[src/rtl/exec_mul_ctrl.sv]
// Iterative 16x16 shift-and-add multiplier controller with stall/flush handshake to the pipeline.
// Optional build macro EXEC_MUL_EARLY_TERM_EN ends RUN once the remaining multiplier bits are all zero.
module exec_mul_ctrl (
  input  logic        clk,
  input  logic        rst,
  input  logic        start,
  input  logic [15:0] op_a,
  input  logic [15:0] op_b,
  input  logic        flush,
  output logic        busy,
  output logic        stall,
  output logic        done,
  output logic [15:0] result,
  output logic        ovf,
  output logic        err
);

  typedef enum logic [1:0] {S_IDLE, S_RUN, S_DONE} state_t;

  state_t      r_state;
  logic [31:0] r_acc;
  logic [31:0] r_mcand;
  logic [15:0] r_mplier;
  logic [3:0]  r_count;
  logic [15:0] r_result;
  logic        r_ovf;
  logic        r_err;

  logic        w_accept;
  logic [31:0] w_acc_next;
  logic [15:0] w_mplier_next;
  logic        w_last;

  assign w_accept      = (r_state == S_IDLE) && start && !flush;
  assign w_acc_next    = r_mplier[0] ? (r_acc + r_mcand) : r_acc;
  assign w_mplier_next = r_mplier >> 1;

`ifdef EXEC_MUL_EARLY_TERM_EN
  // Once no multiplier bits remain, further iterations cannot change the sum.
  assign w_last = (r_count == 4'd15) || (w_mplier_next == 16'd0);
`else
  assign w_last = (r_count == 4'd15);
`endif

  always_ff @(posedge clk) begin
    if (rst) begin
      r_state  <= S_IDLE;
      r_acc    <= 32'd0;
      r_mcand  <= 32'd0;
      r_mplier <= 16'd0;
      r_count  <= 4'd0;
      r_result <= 16'd0;
      r_ovf    <= 1'b0;
      r_err    <= 1'b0;
    end else begin
      r_err <= start && !flush && (r_state != S_IDLE);
      if (flush) begin
        r_state <= S_IDLE;
      end else begin
        case (r_state)
          S_IDLE: begin
            if (start) begin
              r_mcand  <= {16'd0, op_a};
              r_mplier <= op_b;
              r_acc    <= 32'd0;
              r_count  <= 4'd0;
              r_state  <= S_RUN;
            end
          end
          S_RUN: begin
            r_acc    <= w_acc_next;
            r_mcand  <= r_mcand << 1;
            r_mplier <= w_mplier_next;
            r_count  <= r_count + 4'd1;
            // Result is captured on entry to DONE so it is valid alongside the done pulse.
            if (w_last) begin
              r_state  <= S_DONE;
              r_result <= w_acc_next[15:0];
              r_ovf    <= |w_acc_next[31:16];
            end
          end
          S_DONE:  r_state <= S_IDLE;
          default: r_state <= S_IDLE;
        endcase
      end
    end
  end

  assign busy   = (r_state != S_IDLE);
  assign done   = (r_state == S_DONE);
  assign stall  = busy || w_accept;
  assign result = r_result;
  assign ovf    = r_ovf;
  assign err    = r_err;

endmodule
[config.mk]
export PLATFORM = sky130hd
export DESIGN_NAME = exec_mul_ctrl
export DESIGN_NICKNAME = d
export VERILOG_FILES = /design/src/rtl/exec_mul_ctrl.sv
export SDC_FILE = /design/constraint.sdc
export NUM_CORES = 1
export LEC_CHECK = 0
export ABC_AREA = 1
export BUFFER_PORTS_ARGS = -buffer_cell sky130_fd_sc_hd__buf_4
export CAP_MARGIN = 0
export CORE_MARGIN = 1
export CORE_UTILIZATION = 57
export DETAILED_ROUTE_END_ITERATION = 6
export PLACE_DENSITY = 0.77
export SLEW_MARGIN = 20
export SYNTH_ARGS = -nofsm -noshare
export SYNTH_HDL_FRONTEND = slang
export SYNTH_SLANG_ARGS = --single-unit
[constraint.sdc]
create_clock -name clk -period 6.9 [get_ports clk]
set_clock_uncertainty 0.15 [all_clocks]
set_input_delay 1.38 -clock clk [delete_from_list [all_inputs] [get_ports clk]]
set_output_delay 1.38 -clock clk [all_outputs]
set_load 0.01 [all_outputs]
==> flow_metrics.tcl <==
set metrics [dict create \
    ff2ff_setup_slack_ns 4.12 \
    irDropWorstVdd_mv 0.184 \
    seqPwrFrac 0.495 \
    gp_congestion 0.992 \
    layout-drive-gt1-share 0.0988 \
    drtIter0Drc 486 \
    cts_root_buf "clkbuf_16" \
    rr_worst_depth 16 \
    start_util 0.587 \
    startpoint_type "input port" \
    ys_seq_elements 104 \
    vias 6725 \
    die_h_um 111 \
    whs_ns 0.328 \
    post_drt_wl_per_cell_um 13.6 \
    yosys_warnings 0 \
    fmax_mhz 292 \
    power_density_nw_per_um2 166 \
    n_antenna_cell 0 \
    setup.worst_path.end_class "output port" \
    synth.distinct_cells 40 \
    grt_pass1_vias 6126 \
    crit_path_end "stall" \
    r2r_end "ovf$_SDFFE_PP0P_" \
    p_leak_nw 3.64 \
    synthTopCellsByArea "dfxtp_1 31%, nand2_1 23%, inv_1 8.4%" \
    hold_buffers 0 \
    die_x_um 111 \
    drt-pass1-iter-count 5 \
    ant_nets 0 \
    syn2layout_area_growth_pct 11.6 \
    crit_type "input port to output port" \
    tns_ns 0 \
    slew_headroom 0.323 \
    required_ns 5.37 \
    yosys.area.top_type_share 0.310 \
    syn_nets 1176 \
    drcViolationCount 0 \
    cts_buffers 9 \
    ys_top_cells_by_count "420 x nand2_1, 150 x inv_1, 104 x dfxtp_1" \
    rsz0062_at_grt "false" \
    synthArstFlopShare 0 \
    maxCapViolations 0 \
    syn_area_per_cell_um2 6.08 \
    insertion_delay_ns 0.37 \
    switching_share 0.253 \
    wirelength_um 17500 \
    vias_per_cell 5.23 \
    combPwrFrac 0.080 \
    internal-power_mw 0.933 \
    post_cts_buffers 0 \
    syn_area_um2 6730 \
    layout.nets 1208 \
    post_cts_resized 0 \
    grt-ovfl-total 0 \
    grt_pass1_wl_um 29200 \
    cts.sinks 104 \
    worstMarginPinSlew_ns 1.02 \
    rows 39 \
    slew_violations 0 \
    path_clk_slew_ns 0.07 \
    tritoncts "done" \
    antenna_found_initial 0 \
    timing.final.crit_share 0.496 \
    crit_arrival_ns 1.89 \
    io_buffers 56 \
    grt_usage 0.295 \
    clockBufferDepth 2 \
    seq_area_frac_synth 0.310 \
    clkPwrFrac 0.425 \
    outcome "completed" \
    synth_edf_count 0 \
    hold_viol 0 \
    dieArea_um2 12200 \
    yosys.area.top_type "dfxtp_1" \
    synthCells 1107 \
    p_sw_mw 0.316 \
    setup_viol 0 \
    boundaryPins 57 \
    rr_startpoint "r_acc[0]$_SDFFE_PP0P_" \
    synth_ff_type "dfxtp_1" \
    synth_most_common_cell "nand2_1" \
    core_area_um2 11500 \
    hp-class "flop to flop" \
    min_period_ns 3.42 \
    hpwl_um 12700 \
    htreeDepth 3 \
    grt_max_degree 99 \
    crit_path_start "start" \
    crit_fanout 4 \
]
-- power by group through the flow --
stage | clock network [mW] | registers [mW] | logic, mW
2_1_floorplan | 0 | 0.629 | 0.0662
4_1_cts | 0.538 | 0.618 | 0.100
3_3_place_gp | 0 | 0.632 | 0.0991
5_1_grt | 0.564 | 0.619 | 0.111
3_5_place_dp | 0 | 0.631 | 0.100
6_report | 0.531 | 0.618 | 0.100
-- layout make-up --
class	instances	area (um^2)
fillers	1098	3960
well taps	143	179
flip-flops and latches	104	2080
repair buffers	61	458
inverters	151	567
clock inverters	5	66.3
clock buffers	11	233
multi-input cells	812	3920
-- routing by layer --
| layer | track usage | up-vias | wire, um |
|---|---|---|---|
| met1 | 0.428 | 3016 | 8820 |
| li1 | - | 3524 | - |
| met4 | 0.0853 | 0 | 341 |
| met2 | 0.436 | 160 | 7360 |
| met5 | 0 | - | 0 |
| met3 | 0.0637 | 25 | 984 |
-- sequential cells by signal (all words and copies together), names as in the netlist --
signal / count
r_count: 4
err: 1
r_acc: 32
r_mcand: 32
result: 16
r_state: 2
ovf: 1
r_mplier: 16
-- critical path, stage by stage --
cell and delay (ns):
buf_4 0.12, inv_1 0.05, nor2_1 0.03, inv_1 0.11, nand2_1 0.06, buf_4 0.14
-- through the flow --
| step | cells | setup slack (ns) | cell area (um^2) | total power [mW] | util |
|---|---|---|---|---|---|
| floorplan | 1107 | 3.74 | 6730 | 0.695 | - |
| global placement | 1271 | 3.40 | 7210 | 0.731 | 0.628 |
| detailed placement | 1271 | 3.33 | 7210 | 0.732 | 0.628 |
| CTS | 1287 | 3.48 | 7500 | 1.26 | 0.654 |
| global route | 1287 | 3.42 | 7500 | 1.29 | 0.654 |
| finish | 1287 | 3.48 | 7500 | 1.25 | 0.654 |
-- cell usage in the layout, fill, tap and decap left out, types with 9 or more instances in the layout --
cell type,n
nand2_1,420
inv_1,150
dfxtp_1,104
nor2_1,94
a21oi_1,71
buf_4,61
nand3_1,47
o21ai_0,36
ha_1,32
a31oi_1,25
nand2_2,15
xnor2_1,14
or2_2,10
clkbuf_16,9
-- cells by family after synthesis --
logic type	Yosys count	synth area share
DFF	104	0.310
buffers and inverters	191	0.110
and+or+nand+nor	614	0.375
adders and majority gates	33	0.0625
AOI/OAI and AO/OA	149	0.123
muxes	1	0.00149
xor gates and xnor gates	15	0.0195
-- worst min-delay path by stage --
stage                               from                   endpoint  slack [ns]  cells after the start
2_1_floorplan  r_mplier[15]$_SDFFE_PP0P_  r_mplier[15]$_SDFFE_PP0P_        0.30                      2
3_3_place_gp   r_mplier[15]$_SDFFE_PP0P_  r_mplier[15]$_SDFFE_PP0P_        0.31                      2
3_5_place_dp   r_mplier[15]$_SDFFE_PP0P_  r_mplier[15]$_SDFFE_PP0P_        0.32                      2
4_1_cts        r_mplier[15]$_SDFFE_PP0P_  r_mplier[15]$_SDFFE_PP0P_        0.33                      2
5_1_grt         r_mcand[29]$_SDFFE_PP0P_   r_mcand[30]$_SDFFE_PP0P_        0.35                      2
6_report       r_mplier[15]$_SDFFE_PP0P_  r_mplier[15]$_SDFFE_PP0P_        0.33                      2
Power figures use the tool's default switching activity.
